[src/rtl/spi_lb_pkg.sv]
// Shared types and constants for the two-requester SPI local-bus arbiter.
package spi_lb_pkg;

    typedef enum logic [1:0] {
        IDLE = 2'd0,
        WAIT = 2'd1,
        DONE = 2'd2,
        GAP  = 2'd3
    } state_t;

    localparam int NUM_REQ       = 2;
    localparam int TMO_WIDTH_DEF = 16;

endpackage

[src/rtl/rr_arb2.sv]
// Two-way round-robin arbiter; the pointer remembers the last winner so a
// simultaneous request goes to the other side.
module rr_arb2 (
    input  logic       CLK,
    input  logic       RST_N,
    input  logic [1:0] req,
    input  logic       en,
    output logic [1:0] gnt,
    output logic       idx
);

    logic last;

    always_comb begin
        gnt = 2'b00;
        case (req)
            2'b01:   gnt = 2'b01;
            2'b10:   gnt = 2'b10;
            2'b11:   gnt = last ? 2'b01 : 2'b10;
            default: gnt = 2'b00;
        endcase
    end

    assign idx = gnt[1];

    // Reset value 1 makes requester 0 the first winner on contention.
    always_ff @(posedge CLK or negedge RST_N) begin
        if (!RST_N)
            last <= 1'b1;
        else if (en && (|req))
            last <= idx;
    end

endmodule

[src/rtl/spi_lb_arb.sv]
// Round-robin arbiter and transaction sequencer sharing one SPI master
// local-bus port between two requesters, with per-transaction timeout.
module spi_lb_arb
    import spi_lb_pkg::*;
#(
    parameter int P_ADDR_WIDTH = 8,
    parameter int P_DATA_WIDTH = 8,
    parameter int P_TMO_WIDTH  = TMO_WIDTH_DEF
) (
    input  logic                    CLK,
    input  logic                    RST_N,
    input  logic                    REQ0_REQ,
    input  logic                    REQ0_RNW,
    input  logic [P_ADDR_WIDTH-1:0] REQ0_ADR,
    input  logic [P_DATA_WIDTH-1:0] REQ0_WDAT,
    output logic [P_DATA_WIDTH-1:0] REQ0_RDAT,
    output logic                    REQ0_ACK,
    output logic                    REQ0_ERR,
    input  logic                    REQ1_REQ,
    input  logic                    REQ1_RNW,
    input  logic [P_ADDR_WIDTH-1:0] REQ1_ADR,
    input  logic [P_DATA_WIDTH-1:0] REQ1_WDAT,
    output logic [P_DATA_WIDTH-1:0] REQ1_RDAT,
    output logic                    REQ1_ACK,
    output logic                    REQ1_ERR,
    output logic                    M_REQ,
    output logic                    M_RNW,
    output logic [P_ADDR_WIDTH-1:0] M_ADR,
    output logic [P_DATA_WIDTH-1:0] M_WDAT,
    input  logic [P_DATA_WIDTH-1:0] M_RDAT,
    input  logic                    M_ACK,
    output logic                    BUSY,
    output logic                    GNT_ID,
    output logic                    TMO_FLAG,
    input  logic                    TMO_CLR
);

    state_t                                     state, state_nxt;
    logic [NUM_REQ-1:0]                         req_v, rnw_v, gnt, own;
    logic [NUM_REQ-1:0][P_ADDR_WIDTH-1:0]       adr_v;
    logic [NUM_REQ-1:0][P_DATA_WIDTH-1:0]       wdat_v, rdat_q;
    logic [NUM_REQ-1:0]                         ack_q, err_q;
    logic                                       gnt_idx, sel_rnw;
    logic [P_ADDR_WIDTH-1:0]                    sel_adr;
    logic [P_DATA_WIDTH-1:0]                    sel_wdat;
    logic [P_TMO_WIDTH-1:0]                     tmo_cnt;
    logic                                       grant_en, fin_ok, fin_tmo;

    assign req_v  = {REQ1_REQ,  REQ0_REQ};
    assign rnw_v  = {REQ1_RNW,  REQ0_RNW};
    assign adr_v  = {REQ1_ADR,  REQ0_ADR};
    assign wdat_v = {REQ1_WDAT, REQ0_WDAT};

    rr_arb2 u_arb (
        .CLK   (CLK),
        .RST_N (RST_N),
        .req   (req_v),
        .en    (grant_en),
        .gnt   (gnt),
        .idx   (gnt_idx)
    );

    always_comb begin
        sel_rnw  = 1'b0;
        sel_adr  = '0;
        sel_wdat = '0;
        for (int i = 0; i < NUM_REQ; i++) begin
            if (gnt[i]) begin
                sel_rnw  = rnw_v[i];
                sel_adr  = adr_v[i];
                sel_wdat = wdat_v[i];
            end
        end
    end

    always_ff @(posedge CLK or negedge RST_N) begin
        if (!RST_N)
            state <= IDLE;
        else
            state <= state_nxt;
    end

    always_comb begin
        state_nxt = state;
        case (state)
            IDLE:    if (|req_v) state_nxt = WAIT;
            WAIT:    if (M_ACK || (&tmo_cnt)) state_nxt = DONE;
            DONE:    state_nxt = GAP;
            GAP:     state_nxt = IDLE;
            default: state_nxt = IDLE;
        endcase
    end

    // A master ack in the terminal-count cycle takes priority over the timeout.
    always_comb begin
        grant_en = (state == IDLE) && (|req_v);
        fin_ok   = (state == WAIT) && M_ACK;
        fin_tmo  = (state == WAIT) && !M_ACK && (&tmo_cnt);
        BUSY     = (state != IDLE);
    end

    always_ff @(posedge CLK or negedge RST_N) begin
        if (!RST_N) begin
            M_REQ   <= 1'b0;
            M_RNW   <= 1'b0;
            M_ADR   <= '0;
            M_WDAT  <= '0;
            GNT_ID  <= 1'b0;
            tmo_cnt <= '0;
        end else begin
            if (grant_en) begin
                M_REQ   <= 1'b1;
                M_RNW   <= sel_rnw;
                M_ADR   <= sel_adr;
                M_WDAT  <= sel_wdat;
                GNT_ID  <= gnt_idx;
                tmo_cnt <= '0;
            end else if (state == WAIT) begin
                tmo_cnt <= tmo_cnt + 1'b1;
            end
            if (fin_ok || fin_tmo)
                M_REQ <= 1'b0;
        end
    end

    always_ff @(posedge CLK or negedge RST_N) begin
        if (!RST_N)
            TMO_FLAG <= 1'b0;
        else if (fin_tmo)
            TMO_FLAG <= 1'b1;
        else if (TMO_CLR)
            TMO_FLAG <= 1'b0;
    end

    always_comb begin
        for (int i = 0; i < NUM_REQ; i++)
            own[i] = (GNT_ID == 1'(i));
    end

    // Read data is only refreshed for the owner, and only on reads or timeouts.
    always_ff @(posedge CLK or negedge RST_N) begin
        if (!RST_N) begin
            ack_q  <= '0;
            err_q  <= '0;
            rdat_q <= '0;
        end else begin
            for (int i = 0; i < NUM_REQ; i++) begin
                ack_q[i] <= (fin_ok || fin_tmo) && own[i];
                err_q[i] <= fin_tmo && own[i];
                if (fin_tmo && own[i])
                    rdat_q[i] <= '1;
                else if (fin_ok && own[i] && M_RNW)
                    rdat_q[i] <= M_RDAT;
            end
        end
    end

    assign REQ0_ACK  = ack_q[0];
    assign REQ1_ACK  = ack_q[1];
    assign REQ0_ERR  = err_q[0];
    assign REQ1_ERR  = err_q[1];
    assign REQ0_RDAT = rdat_q[0];
    assign REQ1_RDAT = rdat_q[1];

endmodule

[config.mk]
export PLATFORM = sky130hd
export DESIGN_NAME = spi_lb_arb
export DESIGN_NICKNAME = d
export VERILOG_FILES = /design/src/rtl/spi_lb_pkg.sv /design/src/rtl/rr_arb2.sv /design/src/rtl/spi_lb_arb.sv
export SDC_FILE = /design/constraint.sdc
export NUM_CORES = 1
export LEC_CHECK = 0
export ABC_CLOCK_PERIOD_IN_PS = 3800
export CAP_MARGIN = 10
export CORE_MARGIN = 4
export CORE_UTILIZATION = 35
export CTS_CLUSTER_DIAMETER = 30
export DETAILED_ROUTE_END_ITERATION = 10
export GPL_TIMING_DRIVEN = 0
export PLACE_DENSITY_LB_ADDON = 0.15
export SYNTH_ARGS = -nofsm -noshare
export SYNTH_HDL_FRONTEND = slang
export SYNTH_HIERARCHICAL = 1
export SYNTH_SLANG_ARGS = --single-unit
[constraint.sdc]
create_clock -name CLK -period 3.8 [get_ports CLK]
set_clock_uncertainty 0.1 [all_clocks]
set_input_delay 0.57 -clock CLK [delete_from_list [all_inputs] [get_ports CLK]]
set_output_delay 0.57 -clock CLK [all_outputs]
set_load 0.005 [all_outputs]
; ---- Word level (Yosys, flattened, before mapping)
; Cells that the tools add are included.
; W data, S select, Z words.
[classes]
n_addsub = 1
n_mul = 0
n_div = 0
n_lt_le_gt_ge = 0
eq_ne = 8
n_shift = 0
muxes = 21
bitwise = 1
n_reduce_logical = 26
[op_table]
columns = operator, n
row1 = $mux W8, 8
row2 = $mux W16, 2
row3 = $add A16 B1 Y16 const B, 1
row4 = $reduce_and A16 Y1, 1
row5 = $logic_and A1 B1 Y1, 13
row6 = $reduce_bool A2 Y1, 6
row7 = $eq A2 B2 Y1 const B, 4
row8 = $pmux W2 S4, 1
row9 = $mux W1, 6
row10 = $mux W2, 3
row11 = $pmux W2 S3, 1
row12 = $eq A2 B1 Y1 const B, 2
row13 = $ne A2 B2 Y1 const B, 2
row14 = $logic_not A2 Y1, 1
row15 = $logic_or A1 B1 Y1, 2
row16 = $reduce_and A2 Y1, 1
row17 = $reduce_or A2 Y1, 1
row18 = $logic_not A1 Y1, 1
row19 = $not A1 Y1, 1
[totals]
regBits = 59
latch_bits = 0
mem_bits_rw = 0
mem_bits_ro = 0
in_bits = 48
n_memories = 0

; ---- Depth between registers and ports, before layout
; Gate-level depths: netlist of run 1.
[logic_depth]
depth_word = 6
ltp_mapped = 8
ltp_nobuf = 6

; ---- Hierarchy
; Netlist of run 1, hierarchy kept.
[modules_own_cells]
columns = module, n_inst, cells_each, area_each_um2
row1 = spi_lb_arb, 1, 248, 2661.3
row2 = rr_arb2, 1, 7, 63.8

; ---- Worst setup path after synthesis of run 1
; Ideal clock, no wire load.
[synth_path]
path_kind = input port to flip-flop
start = in REQ1_REQ
end = reg M_ADR[0]
setup_time_ns = 0.126
arrival_time_ns = 1.719
slack_ns = 1.855
cell_stages = 8
cell_sequence = a21boi_0 buf_4 buf_2 nor2b_1 clkbuf_1 buf_2 a221oi_1 nor2_1
[synth_via]
word_cells_on_any_way = 8
classes_between = eq/ne: 3 / mux: 3 / reduce/logical: 2
[synth_lines]
columns = element, line
row1 = "start, declared", spi_lb_arb.sv:19  ; input logic REQ1_REQ,
row2 = $eq A2 B2 Y1 / $eq A2 B1 Y1 (equally long branches), rr_arb2.sv:16  ; case (req)
row3 = $pmux W2 S3 (*), rr_arb2.sv:16
row4 = net gnt[1], spi_lb_arb.sv:39  ; logic [NUM_REQ-1:0] req_v, rnw_v, gnt, own;
row5 = $mux W8 (*), spi_lb_arb.sv:68  ; if (gnt[i]) begin
row6 = "end signal, assigned", spi_lb_arb.sv:114  ; M_ADR <= sel_adr;
row7 = "end, declared", spi_lb_arb.sv:28  ; output logic [P_ADDR_WIDTH-1:0] M_ADR,
; Mark *: on every way through the listed nets, which the timed path passes. The rest lies on a longest branch.
; A chain may end at the register's enable or synchronous reset.

; ---- Final worst setup path of run 1
[layout_path]
start = in REQ1_REQ
end = reg M_ADR[4]
[layout_via]
word_cells_on_any_way = 8
classes_between = eq/ne: 3 / mux: 3 / reduce/logical: 2
[layout_lines]
columns = element, line
row1 = $eq A2 B2 Y1 / $eq A2 B1 Y1 (equally long branches), rr_arb2.sv:16
row2 = $pmux W2 S3 (*), rr_arb2.sv:16
row3 = net gnt_idx, spi_lb_arb.sv:43  ; logic gnt_idx, sel_rnw;
row4 = $mux W8 (*), spi_lb_arb.sv:68
; Marked as above.

==> results_dict.tcl, run 1 <==
set metrics [dict create \
    post_cts_buffers 0 \
    grt_max_degree 35 \
    ctsResizeCount 0 \
    slew_headroom 0.581 \
    synth-simple-area-share 0.203 \
    dp.cells 443 \
    synth_top_family_by_area "simple AND/OR/NAND/NOR gates" \
    cp-start-kind "input port" \
    syn_inst 255 \
    ctsHoldBuffers 0 \
    grt_pass1_vias 2294 \
    cts_num_sinks 59 \
    total_power_mw 2.59 \
    start_util 0.368 \
    fin_crit_ps 2530 \
    use_met2 0.242 \
    worstPathArrival_ps 2640 \
    die_x_um 96.2 \
    finalWorstSetupSlack_ps 1270 \
    critical_path.max_stage_delay_ps 550 \
    yosysTopAreaCell "dfrtp_1" \
    antenna_found_initial 0 \
    drt-pass1-iter-count 4 \
    synth-edff-count 0 \
    worstPathMaxFanout 10 \
    dp_slack_ps 915 \
    num_antenna_cells 0 \
    crit_family "buffers and inverters" \
    via_count 2236 \
    grt_util_met1 0.204 \
    status "complete, no violations" \
    clk_pin_slew_ps 70 \
    setup_viol 0 \
    setup_tns_ps 0 \
    yosysSeqAreaShare 0.542 \
    dieArea_um2 9260 \
    core_um2 7410 \
    fin_crit_sh 0.667 \
    postPlaceCellArea_um2 3740 \
    synth_area_per_cell_um2 10.7 \
    grt_usage 0.157 \
    path_cells "clkdlybuf4s50_1 > a21boi_0 > buf_4 > buf_2 > nor2b_1 > clkbuf_1 > buf_2 > a221oi_1 > nor2_1" \
    ys_async_sr_fraction 1.00 \
    hold_slack_ps 150 \
    area_delta_synth_final_pct 44.8 \
    final_layout_size_suffix_gt1_frac 0.0972 \
    multiInputGateArea_um2 1160 \
    synth.area.top_cells "dfrtp_1, nor2_1, mux2i_1" \
    synth_nets 307 \
    via_per_inst 4.87 \
    final_area_um2 3950 \
    antenna_left 0 \
    layout.cells.non_filler 459 \
    gp_congestion 0.756 \
    criticalPathCategory "input port to register" \
    mappedNetlistArea_um2 2730 \
    tightest_slew_ps 629 \
    drt_iter0_drc 50 \
    fmax_mhz 395 \
    fillCellCount 684 \
    utilization 0.533 \
    ys_warn_count 6 \
    register_area_um2 1480 \
    dp.final_hpwl_um 4870 \
    cts_tree "done" \
    grtUsageMet3 0.0539 \
    p_leak_nw 1.86 \
    synth_flop_cell "dfrtp_1" \
    clock_latency_ps 330 \
    peakVddDrop_v 0.000282 \
    synthAdderAreaFrac 0.0184 \
    cap_violations 0 \
    core.rowCount 31 \
    hold_viol_final 0 \
    grt_setup_unrepaired "no" \
    final_cell_mix "clkdlybuf4s50_1, dfrtp_1, nor2_1, nand2_1, mux2i_1" \
    synth_cell_type_count 39 \
    pwr_density_cell_nw_per_um2 657 \
    synth_compound_area_frac 0.0983 \
    cp_slowest_cell "clkdlybuf4s50_1" \
    final_common_cell "clkdlybuf4s50_1" \
    busiest_layer "met2" \
    overflow 0 \
    wl_um 6630 \
    synth-seq-cells 59 \
    root_buffer "clkbuf_8" \
    cts_made_buffers 9 \
    hp-class "input port to asynchronous set/reset pin" \
    nets 407 \
    cp.required_ps 3910 \
    worst_path_most_repeated_cell "buf_2" \
    wl_per_cell_um 14.4 \
    ctsHtreeMaxLevel 3 \
    pin_count 89 \
    post-route-drc-count 0 \
    die_h_um 96.2 \
    yosysTopAreaCellShare 0.533 \
    worstSetupEndpointType "register" \
    grt_first_pass_wirelength_um 11000 \
    synthMuxAreaShare 0.0666 \
    synth-xor-area-share 0.0386 \
    portBuffers 88 \
    cts_buffer_depth 2 \
    cp_num_buf_inv 5 \
    drv_slew 0 \
]
[layout make-up]
type | instances | area share
Tap cell | 99 | 0.0314
Sequential cell | 59 | 0.374
Timing Repair Buffer | 89 | 0.227
Clock buffer | 10 | 0.0349
Inverter | 8 | 0.00761
Buffer | 12 | 0.0152
Multi-Input combinational cell | 176 | 0.293
Clock inverter | 6 | 0.0162
[state kept, by name, indices dropped and copies added (netlist names), 2 cells and up]
signal     cells
M_ADR          8
M_WDAT         8
REQ0_RDAT      8
REQ1_RDAT      8
ack_q          2
err_q          2
state          2
tmo_cnt       16
[final timing paths]
path | slack, ps | endpoint | start | cells past startpoint
worst max-delay path | 1270 | M_ADR[4] | REQ1_REQ | 9
worst min-delay path | 150 | tmo_cnt[8] | RST_N | 1
worst max register to register | 1710 | M_ADR[4] | u_arb/last | 8
worst min register to register | 390 | REQ1_RDAT[7] | REQ1_RDAT[7] | 2
max in group asynchronous | 2860 | M_WDAT[6] | RST_N | 2
min in group CLK | 390 | REQ1_RDAT[7] | REQ1_RDAT[7] | 2
[routing by layer]
| metal | part of all wire | wire length (µm) | vias to the layer above |
|---|---|---|---|
| met1 | 0.45 | 2970 | 1041 |
| met5 | 0 | 0 | - |
| met4 | 0.014 | 93 | 0 |
| met2 | 0.45 | 3000 | 87 |
| met3 | 0.086 | 569 | 11 |
| li1 | - | - | 1097 |
[synthesized netlist by cell type (3+ instances only)]
master    number
a21oi_1        3
a221oi_1      16
a31oi_1        3
buf_2          3
buf_4          3
clkbuf_1       6
dfrtp_1       58
ha_1           4
inv_1          7
mux2i_1       17
nand2_1       25
nand3_1        6
nand4_1        3
nor2_1        52
nor3_1         5
o21ai_0        6
xnor2_1        7
xor2_1         5
[power by group]
group          internal (mW)  switching (mW)  leakage, nW
combinational          0.583           0.435         1.02
clock                  0.320           0.261       0.0987
sequential             0.855           0.138        0.745
total                   1.76           0.833         1.86
[worst register-to-register path: cells and delay by family (launching register included)]
family / cells / cell delay (ps)
buffers and inverters: 4 / 740
flip-flops: 1 / 380
AO/OA/AOI/OAI: 2 / 620
AND/OR/NAND/NOR: 2 / 140
[kinds of logic (layout without fill, tap and decap cells)]
family	after synthesis	count (layout)
muxes	18	18
and+or+nand+nor	107	107
xor gates and xnor gates	12	12
adders and majority gates	4	4
buffers and inverters	20	125
DFF	59	59
AOI/OAI and AO/OA	35	35
Note: power is estimated with default switching activity, not from simulation.
==> run 2, diff against run 1 <==
- ABC_CLOCK_PERIOD_IN_PS: 3800 -> 2500
- clock period: 3.8 -> 2.5 ns (I/O delays scaled with it)
==> run 2 against run 1 <==
Effect of this change:
- critical path depth stayed put
- register-to-register slack got worse by 1200 ps
- hold slack gained 240 ps
- cell count rose by 0.22%
- non-clock buffer count up 1
- die area stayed put
- setup slack lost 1000 ps
- via count is 0.54% higher
- sequential power is 52% higher
- utilization grew 0.14 points
- sequential share of layout area fell by 0.095 points
- total power is 52% higher
- critical path type unchanged
- largest power group unchanged
- highest routed layer unchanged
==> results_dict.tcl, run 2 (synthesis results as in run 1) <==
set metrics [dict create \
    reg2reg_setup_slack_ps 490 \
    min_from "REQ1_RDAT[7]" \
    setup_viol 0 \
    registers.top_by_ff_count "tmo_cnt" \
    fillCellCount 686 \
    drt-pass1-iter-count 4 \
    ctsHtreeMaxLevel 3 \
    cts_tree "done" \
    cp.required_ps 2610 \
    hold_viol_final 0 \
    post-route-drc-count 0 \
    fin_crit_sh 0.909 \
    antenna_left 0 \
    grt_setup_unrepaired "no" \
    final_cell_mix "clkdlybuf4s50_1, dfrtp_1, nor2_1, nand2_1, mux2i_1" \
    final_layout_size_suffix_gt1_frac 0.0970 \
    r2r_cells 8 \
    cap_violations 0 \
    wl_um 6640 \
    grt_pass1_vias 2294 \
    cp-start-kind "input port" \
    core.rowCount 31 \
    drt_iter0_drc 60 \
    slew_headroom 0.579 \
    hold_slack_ps 394 \
    via_per_inst 4.89 \
    grt_usage 0.157 \
    gp_congestion 0.756 \
    r2r-end "M_ADR[4]" \
    drv_slew 0 \
    min_to "REQ1_RDAT[7]" \
    antenna_found_initial 0 \
    cts_made_buffers 9 \
    worstSetupEndpointType "register" \
    p_leak_nw 1.87 \
    grt_first_pass_wirelength_um 11000 \
    overflow 0 \
    utilization 0.534 \
    grt_max_degree 35 \
    worstPathMaxFanout 10 \
    tightest_slew_ps 632 \
    core_um2 7410 \
    root_buffer "clkbuf_8" \
    cts_num_sinks 59 \
    clock_latency_ps 330 \
    worstReg2RegStart "u_arb/last" \
    setup_tns_ps 0 \
    pin_count 89 \
    pwr_density_cell_nw_per_um2 996 \
    peakVddDrop_v 0.000429 \
    fmax_mhz 440 \
    nets 408 \
    criticalPathCategory "input port to register" \
    start_util 0.368 \
    fin_crit_ps 2270 \
    via_count 2248 \
    die_x_um 96.2 \
    worstPathArrival_ps 2380 \
    area_delta_synth_final_pct 45.2 \
    cts_buffer_depth 2 \
    dieArea_um2 9260 \
    wl_per_cell_um 14.4 \
    post_cts_buffers 0 \
    die_h_um 96.2 \
    largest_register_ffs 16 \
    portBuffers 88 \
    hp-class "register to register" \
    clk_pin_slew_ps 70 \
    num_antenna_cells 0 \
    status "complete, no violations" \
    final_common_cell "clkdlybuf4s50_1" \
    hold_depth 2 \
    dp.final_hpwl_um 4870 \
]
[run 2: cell count changes in the layout (fill, tap and decap cells not counted), sizes merged]
| cell | previous run | this run |
|---|---|---|
| dlygate4sd3 | 0 | 1 |
[run 2: worst max-delay path by stage]
stage          slack, ps       start       end
4_1_cts              160    REQ1_REQ  M_ADR[4]
5_1_grt               20    REQ1_REQ  M_ADR[4]
3_5_place_dp        -190    REQ1_REQ  M_ADR[4]
3_3_place_gp       -1050       RST_N  M_ADR[3]
6_report             230    REQ1_REQ  M_ADR[4]
2_1_floorplan        740  u_arb/last  M_ADR[0]
[run 2: what timing repair did]
| item | CTS | global route |
|---|---|---|
| hold buffers | 1 | 0 |
| hold endpoints to repair | 24 | 0 |
| setup endpoints to repair | 0 | 2 |
| gates resized for setup | 0 | 1 |
[run 2: power breakdown]
group | internal (mW) | leakage [nW] | switching (mW)
registers | 1.30 | 0.745 | 0.210
clock network | 0.487 | 0.0987 | 0.395
logic | 0.888 | 1.02 | 0.660
[run 2: routing by layer]
layer  up-vias  GRT usage  share of wire
li1       1099          -              -
met1      1051      0.205           0.44
met2        86      0.242           0.45
met3        12     0.0532          0.089
met4         0     0.0604          0.016
met5         -          0              0
[run 2: critical path: stages]
cell and delay [ps]:
clkdlybuf4s50_1 550, a21boi_1 250, buf_4 140, buf_2 190, nor2b_1 70, clkbuf_1 170, buf_2 220, a221oi_1 360
nor2_1 70
[run 2: metrics by stage]
| stage | power [mW] | worst slack (ps) | cell area (µm²) | instances |
|---|---|---|---|---|
| final | 3.94 | 228 | 3960 | 460 |
| after global routing | 4.27 | 23.0 | 3960 | 460 |
| after CTS | 4.01 | 160 | 3960 | 460 |
| after detailed placement | 3.11 | -190 | 3740 | 443 |
| after global placement | 3.07 | -1050 | 3730 | 442 |
| after floorplan | 2.21 | 737 | 2730 | 255 |
[run 2: layout make-up]
| cell class | count | area, µm² | area share |
|---|---|---|---|
| plain buffers | 12 | 60.1 | 0.0152 |
| clock buffers | 10 | 138 | 0.0348 |
| clock inverters | 6 | 63.8 | 0.0161 |
| inverters | 8 | 30.0 | 0.00759 |
| multi-input cells | 176 | 1160 | 0.293 |
| flip-flops and latches | 59 | 1480 | 0.373 |
| well taps | 99 | 124 | 0.0313 |
| repair buffers | 90 | 906 | 0.229 |
